File: config.mk
export PLATFORM = sky130hd
export DESIGN_NAME = execute_unit_mc
export DESIGN_NICKNAME = d
export VERILOG_FILES = /design/src/rtl/exec_pkg.sv /design/src/rtl/alu_core.sv /design/src/rtl/execute_unit_mc.sv
export SDC_FILE = /design/constraint.sdc
export NUM_CORES = 1
export LEC_CHECK = 0
export CAP_MARGIN = 0
export CORE_ASPECT_RATIO = 1.5
export CORE_MARGIN = 2
export CORE_UTILIZATION = 25
export DETAILED_ROUTE_END_ITERATION = 8
export DONT_BUFFER_PORTS = 1
export PLACE_DENSITY = 0.43
export SLEW_MARGIN = 20
export SYNTH_ARGS = -nofsm -noshare
export SYNTH_HDL_FRONTEND = slang
export SYNTH_HIERARCHICAL = 1
export SYNTH_SLANG_ARGS = --single-unit
File: constraint.sdc
create_clock -name clock -period 6.6 [get_ports clock]
set_input_delay 1.32 -clock clock [delete_from_list [all_inputs] [get_ports clock]]
set_output_delay 1.32 -clock clock [all_outputs]
set_load 0.05 [all_outputs]
File: src/rtl/exec_pkg.sv
// exec_pkg: shared opcode/fault types and op classification for the execute stage
package exec_pkg;
  localparam int XLEN = 32;

  typedef enum logic [4:0] {
    OP_ADD, OP_SUB, OP_AND, OP_OR, OP_XOR, OP_SLL, OP_SRL, OP_SRA, OP_SLT, OP_SLTU, OP_LUI,
    OP_JAL, OP_JALR, OP_BEQ, OP_BNE, OP_BLT, OP_BGE, OP_BLTU, OP_BGEU,
    OP_LB, OP_LH, OP_LW, OP_LBU, OP_LHU, OP_SB, OP_SH, OP_SW
  } exec_op_t;

  typedef enum logic [1:0] {FC_NONE, FC_RD, FC_MISALIGN, FC_TIMEOUT} fault_cause_t;

  function automatic logic is_load(exec_op_t op);
    return op inside {OP_LB, OP_LH, OP_LW, OP_LBU, OP_LHU};
  endfunction

  function automatic logic is_store(exec_op_t op);
    return op inside {OP_SB, OP_SH, OP_SW};
  endfunction

  function automatic logic is_ctrl(exec_op_t op);
    return op inside {OP_JAL, OP_JALR, OP_BEQ, OP_BNE, OP_BLT, OP_BGE, OP_BLTU, OP_BGEU};
  endfunction

  function automatic logic writes_rd(exec_op_t op);
    return op inside {OP_ADD, OP_SUB, OP_AND, OP_OR, OP_XOR, OP_SLL, OP_SRL, OP_SRA,
                      OP_SLT, OP_SLTU, OP_LUI, OP_JAL, OP_JALR} || is_load(op);
  endfunction
endpackage

File: src/rtl/alu_core.sv
// alu_core: combinational ALU result and branch condition for one op
module alu_core import exec_pkg::*; (
  input  exec_op_t          op,
  input  logic [XLEN-1:0]   a,
  input  logic [XLEN-1:0]   b,
  output logic [XLEN-1:0]   result,
  output logic              taken
);
  // arithmetic/logic result; LUI passes operand B (the immediate) through
  always_comb begin
    result = '0;
    case (op)
      OP_ADD:  result = a + b;
      OP_SUB:  result = a - b;
      OP_AND:  result = a & b;
      OP_OR:   result = a | b;
      OP_XOR:  result = a ^ b;
      OP_SLL:  result = a << b[4:0];
      OP_SRL:  result = a >> b[4:0];
      OP_SRA:  result = $signed(a) >>> b[4:0];
      OP_SLT:  result = {{XLEN-1{1'b0}}, $signed(a) < $signed(b)};
      OP_SLTU: result = {{XLEN-1{1'b0}}, a < b};
      OP_LUI:  result = b;
      default: result = '0;
    endcase
  end

  // control-flow condition; jumps are always taken
  always_comb begin
    taken = 1'b0;
    case (op)
      OP_JAL, OP_JALR: taken = 1'b1;
      OP_BEQ:  taken = a == b;
      OP_BNE:  taken = a != b;
      OP_BLT:  taken = $signed(a) < $signed(b);
      OP_BGE:  taken = $signed(a) >= $signed(b);
      OP_BLTU: taken = a < b;
      OP_BGEU: taken = a >= b;
      default: taken = 1'b0;
    endcase
  end
endmodule

File: src/rtl/execute_unit_mc.sv
// execute_unit_mc: multi-cycle execute stage with ALU, control flow, load/store and sticky fault
module execute_unit_mc import exec_pkg::*; #(
  parameter int REG_COUNT   = 16,
  parameter int BUS_TIMEOUT = 255
) (
  input  logic        clock,
  input  logic        reset,
  input  logic        in_valid,
  output logic        in_ready,
  input  logic [4:0]  in_op,
  input  logic        in_use_imm,
  input  logic [31:0] in_rs1_val,
  input  logic [31:0] in_rs2_val,
  input  logic [31:0] in_imm,
  input  logic [31:0] in_pc,
  input  logic [4:0]  in_rd,
  output logic [31:0] bus_addr,
  output logic [31:0] bus_wdata,
  output logic [3:0]  bus_wstrb,
  output logic        bus_read,
  output logic        bus_write,
  input  logic [31:0] bus_rdata,
  input  logic        bus_ack,
  output logic        wb_en,
  output logic [4:0]  wb_rd,
  output logic [31:0] wb_data,
  output logic        redirect_valid,
  output logic [31:0] redirect_pc,
  output logic        fault,
  output logic [1:0]  fault_cause
);
  typedef enum logic [1:0] {S_IDLE, S_MEM, S_FAULT} state_t;

  localparam logic [5:0] RC = 6'(REG_COUNT);

  state_t          state, state_next;
  exec_op_t        op, mem_op;
  fault_cause_t    err;
  logic [XLEN-1:0] alu_b, alu_result, mem_addr, target, shifted, load_val;
  logic            taken, accept, is_mem, rd_bad, misaligned, timeout_hit, mem_load;
  logic [1:0]      mem_off;
  logic [4:0]      mem_rd;
  logic [15:0]     wait_cnt;

  assign op          = exec_op_t'(in_op);
  assign alu_b       = (in_use_imm && !is_ctrl(op)) || op == OP_LUI ? in_imm : in_rs2_val;
  assign mem_addr    = in_rs1_val + in_imm;
  assign target      = op == OP_JALR ? mem_addr & ~32'd1 : in_pc + in_imm;
  assign is_mem      = is_load(op) || is_store(op);
  assign rd_bad      = writes_rd(op) && {1'b0, in_rd} >= RC;
  assign misaligned  = is_ctrl(op) ? taken && target[1]
                     : (op inside {OP_LH, OP_LHU, OP_SH} && mem_addr[0]) ||
                       (op inside {OP_LW, OP_SW} && mem_addr[1:0] != 2'b00);
  assign err         = rd_bad ? FC_RD : misaligned ? FC_MISALIGN : FC_NONE;
  assign in_ready    = state == S_IDLE;
  assign accept      = in_valid && in_ready;
  assign timeout_hit = wait_cnt + 16'd1 == 16'(BUS_TIMEOUT);
  assign bus_read    = state == S_MEM && mem_load;
  assign bus_write   = state == S_MEM && !mem_load;
  assign shifted     = bus_rdata >> {mem_off, 3'b000};
  assign load_val    = mem_op == OP_LB  ? {{24{shifted[7]}}, shifted[7:0]}
                     : mem_op == OP_LBU ? {24'd0, shifted[7:0]}
                     : mem_op == OP_LH  ? {{16{shifted[15]}}, shifted[15:0]}
                     : mem_op == OP_LHU ? {16'd0, shifted[15:0]}
                     : bus_rdata;

  alu_core u_alu (
    .op     (op),
    .a      (in_rs1_val),
    .b      (alu_b),
    .result (alu_result),
    .taken  (taken)
  );

  // state register; reset drops any bus request immediately
  always_ff @(posedge clock or negedge reset)
    if (!reset) state <= S_IDLE;
    else state <= state_next;

  // next state: faults are terminal, a bus access ends on ack or timeout
  always_comb begin
    state_next = state;
    case (state)
      S_IDLE:  if (accept) state_next = err != FC_NONE ? S_FAULT : is_mem ? S_MEM : S_IDLE;
      S_MEM:   state_next = bus_ack ? S_IDLE : timeout_hit ? S_FAULT : S_MEM;
      default: state_next = S_FAULT;
    endcase
  end

  // registered results, bus request fields, timeout counter and sticky fault
  always_ff @(posedge clock or negedge reset) begin
    if (!reset) begin
      wb_en          <= 1'b0;
      wb_rd          <= '0;
      wb_data        <= '0;
      redirect_valid <= 1'b0;
      redirect_pc    <= '0;
      fault          <= 1'b0;
      fault_cause    <= '0;
      bus_addr       <= '0;
      bus_wdata      <= '0;
      bus_wstrb      <= '0;
      mem_load       <= 1'b0;
      mem_off        <= '0;
      mem_op         <= OP_ADD;
      mem_rd         <= '0;
      wait_cnt       <= '0;
    end else begin
      wb_en          <= 1'b0;
      redirect_valid <= 1'b0;
      if (state == S_MEM) begin
        wait_cnt <= wait_cnt + 16'd1;
        if (bus_ack) begin
          wb_en   <= mem_load && mem_rd != 5'd0;
          wb_rd   <= mem_rd;
          wb_data <= load_val;
        end else if (timeout_hit) begin
          fault       <= 1'b1;
          fault_cause <= FC_TIMEOUT;
        end
      end else if (accept) begin
        if (err != FC_NONE) begin
          fault       <= 1'b1;
          fault_cause <= err;
        end else if (is_mem) begin
          wait_cnt  <= '0;
          mem_load  <= is_load(op);
          mem_off   <= mem_addr[1:0];
          mem_op    <= op;
          mem_rd    <= in_rd;
          bus_addr  <= {mem_addr[31:2], 2'b00};
          bus_wdata <= op == OP_SB ? {4{in_rs2_val[7:0]}} : op == OP_SH ? {2{in_rs2_val[15:0]}} : in_rs2_val;
          bus_wstrb <= op == OP_SB ? 4'b0001 << mem_addr[1:0]
                     : op == OP_SH ? 4'b0011 << mem_addr[1:0]
                     : op == OP_SW ? 4'hF : 4'h0;
        end else if (is_ctrl(op)) begin
          redirect_valid <= taken;
          redirect_pc    <= target;
          wb_en          <= writes_rd(op) && in_rd != 5'd0;
          wb_rd          <= in_rd;
          wb_data        <= in_pc + 32'd4;
        end else if (writes_rd(op)) begin
          wb_en   <= in_rd != 5'd0;
          wb_rd   <= in_rd;
          wb_data <= alu_result;
        end
      end
    end
  end
endmodule

==> impl_metrics.yaml <==
worst_setup_path:
  r2r-end: "fault_cause[0]"
  cp-end-kind: "register"
  critical_path.most_common_cell: "sky130_fd_sc_hd__buf_4"
  timing.critical_path.required_ps: 6980
  critical_path.endpoint: "redirect_pc[29]"
  critical_path.n_buffers_inverters: 6
  worst-setup-path-type: "input port to register"
  timing.critical_path.from: "in_op[2]"
  cp_slowest_stage_delay_ps: 590
  crit-reg2reg-launch: "wait_cnt[0]"
  critical_path.top_delay_family: "compound AO/OA/AOI/OAI gates"
  critPathSlowestCell: "sky130_fd_sc_hd__nor3_1"
  rrSetupSlack_ps: 3410
  worstPathMaxFanout: 23
  cp.depth: 26
  r2r.worst_path.cells: 10
  critical_path.startpoint_type: "input port"
  worstPathArrival_ps: 6690
synthesis:
  synth_top_family_by_area: "compound AO/OA/AOI/OAI gates"
  synthesized_area_fraction_occupied_by_and_or_nand_nor_cells_pct: 21.18
  synth.yosys.warnings: 6
  synthesis.area_sq_um: 21890
  multiplexer_share_of_the_synthesized_area_pct: 10.40
  ys_seq_elements: 171
  postSynth.asyncResetShare_pct: 100.0
  synth_compound_area_share_pct: 28.68
  syn_inst: 2945
  post_synth_fa_ha_maj_area_fraction_pct: 9.913
  syn_area_per_cell_sq_um: 7.432
  yosys.area_share.xor_xnor_pct: 4.242
  number_of_flops_mapped_to_enable_cells_by_yosys: 0
  postSynth.topFlopCell: "sky130_fd_sc_hd__dfrtp_1"
  synthDistinctLibCells: 106
  seq_area_frac_synth_pct: 19.55
floorplan:
  chipWidth_um: 245.6
  core_sq_um: 86540
  starting_density_pct: 25.29
  row_count: 132
  die-area_sq_um: 89980
  ioPinCount: 320
  die-height_um: 366.4
pwr:
  ir_drop_mv: 0.2243
  power_per_cell_area_nw_per_um2: 214.6
  overall_power_after_layout_w: 0.005434
  static-leakage-power_nw: 10.91
clocking:
  cts.sinks: 171
  clk_latency_ps: 490
  max_clock_buf_depth: 2
  ctsHtreeMaxLevel: 4
  hold_buffers: 0
  cts_inserted_buffers: 17
  cts-root-buf: "sky130_fd_sc_hd__clkbuf_16"
  cts_tree: "done"
  worst_setup_hold_path_clk_slew_ps: 80
run_status:
  result_of_the_run: "finished clean"
grt:
  grt_pass1_wl_mm: 173.3
  global_route.usage.total_pct: 26.73
  largest_net_degree_at_the_start_of_global_routing: 172
  grt_pass1_vias: 23660
  initial_antenna_violation_count: 17
  residual_overflow_from_global_routing: 0
placed_design:
  place_congestion: 0.9866
  placed_cells: 4144
  place_area_sq_um: 24610
  port_buffers: 0
  place.detailed.hpwl_mm: 100.3
routing:
  drc_errors: 0
  drt_first_iter_violations: 1669
  vias_per_cell: 5.633
  postRouteWirelength_mm: 123.2
  via_count: 23660
  route.antenna.remaining_nets: 0
  drt-wirelength-per-cell_um: 29.34
  drt_first_pass_iters: 7
timing:
  fmax_mhz: 158.4
  report.final.hold_viol_count: 0
  slew_hr_pct: 27.22
  rsz0062_at_grt: "no"
  hold-worst-slack_ps: 467.8
  timing.final.max_slew_violations: 0
  layout_worst_path_cycle_share_pct: 95.63
  finalClockSkew_ps: 25.56
  worst_slew_pin_slew_ps: 1091
  finalSetupViolations: 0
  finalCriticalPeriod_ps: 6312
worst_hold_path:
  hp-start: "mem_op[4]"
  hold_crit_class: "register to register"
flow_run:
  cap_violations: 0
cells_and_area:
  syn_to_final_growth_pct: 15.70
  final_core_util_pct: 29.26
  final_layout_size_suffix_gt1_share_pct: 14.43
  fill_cells: 9542
  layout_commonest_cell: "sky130_fd_sc_hd__nand2_1"
  layout.cells.most_common_list: "sky130_fd_sc_hd__nand2_1, sky130_fd_sc_hd__o21ai_0, sky130_fd_sc_hd__nor2_1"
  nets: 3375
  layoutNonFillerInstCount: 4201
  postLayoutCellArea_sq_um: 25320
cells in the mapped netlist (all sizes together) (9+ instances only):
master	count	area, sq um
nand4	23	150.1
o211ai	29	217.7
a211o	11	96.34
a221o	9	90.09
nand3	69	360.4
mux4	37	848.3
o21a	10	75.07
a211oi	36	275.3
or3	14	87.58
nand2	385	1445
mux2i	84	853.3
nor2	286	1076
and3	19	118.9
o31ai	20	163.9
xnor2	65	569.3
o221ai	35	306.5
and2	19	118.9
a21oi	268	1349
nor2b	37	231.5
dfrtp	171	4279
xor2	41	359.1
o22ai	18	112.6
a31oi	28	181.4
ha	167	2090
a22oi	21	157.7
mux2	51	574.3
o2111ai	9	78.83
clkbuf	108	405.4
a221oi	34	310.3
o21ai	316	1589
a21o	57	427.9
nor3	72	391.6
nand2b	34	212.7
o21bai	18	135.1
o311ai	11	96.34
or2	12	75.07
buf	80	424.2
nor4	10	62.56
inv	128	480.5
power by group:
| group | leakage [nW] | total [W] | internal (W) | switching (W) |
|---|---|---|---|---|
| sequential | 2.26 | 0.00210 | 0.00124 | 0.000864 |
| combinational | 8.36 | 0.00224 | 0.000916 | 0.00133 |
| clock | 0.293 | 0.00109 | 0.000576 | 0.000512 |
| total | 10.9 | 0.00543 | 0.00273 | 0.00270 |
flip-flops by register name (all words and copies together) (netlist names):
register	cells
fault_cause	2
wb_data	32
fault	1
mem_rd	5
redirect_pc	32
wait_cnt	16
mem_op	5
mem_load	1
redirect_valid	1
bus_wstrb	4
wb_en	1
bus_wdata	32
bus_addr	30
state	2
mem_off	2
wb_rd	5
cell families after synthesis:
logic type | count (synthesis)
other cells | 1
mux | 172
xor+xnor | 106
flops | 171
compound gates | 992
buf+inv | 318
simple gates | 1014
fa+ha+maj | 171
cell type report:
class / instances / area (sq um) / share of cell area, %
diodes: 20 / 50.05 / 0.1976
clock buffers: 19 / 432.9 / 1.709
clock inverters: 13 / 175.2 / 0.6917
inverters: 130 / 490.5 / 1.937
multi-input cells: 2457 / 16430 / 64.87
flip-flops and latches: 171 / 4280 / 16.90
well taps: 1139 / 1425 / 5.627
repair buffers: 252 / 2042 / 8.063
metal layers:
layer	vias to the layer above	track usage [%]	wire, um
li1	10920	-	-
met1	11490	28.14	43330
met2	938	45.66	59610
met3	307	6.438	9482
met4	14	20.41	10710
met5	-	0	103
how the worst min path moves through the flow:
stage / to / cells after the start
floorplan: mem_op[4] / 1
global placement: mem_op[4] / 1
detailed placement: mem_op[4] / 1
CTS: mem_op[4] / 1
global route: wb_data[27] / 0
finish: mem_op[4] / 1
per-stage QoR:
step | setup TNS, ps | setup WS, ps
after floorplan | -357.0 | -35.02
after global placement | -65010 | -497.0
after detailed placement | -78560 | -614.0
after CTS | 0 | 337.5
after global routing | 0 | 77.38
final | 0 | 288.4
worst register-to-register path: stages, from the launching register on:
cell,delay (ps)
sky130_fd_sc_hd__dfrtp_1,480
sky130_fd_sc_hd__ha_1,270
sky130_fd_sc_hd__nand4_1,150
sky130_fd_sc_hd__nor3_1,420
sky130_fd_sc_hd__and3_1,270
sky130_fd_sc_hd__and3_1,230
sky130_fd_sc_hd__xor2_1,80
sky130_fd_sc_hd__nor4_1,440
sky130_fd_sc_hd__a31oi_1,190
sky130_fd_sc_hd__nor2_1,190
sky130_fd_sc_hd__mux2_2,350
what timing repair did:
action / in CTS / in global routing
gates resized for setup: 0 / 0
gates cloned: 0 / 0
setup endpoints to repair: 56 / 17
buffers inserted: 3 / 2
pin swaps: 1 / 1
Note: power is estimated with default switching activity, not from simulation.
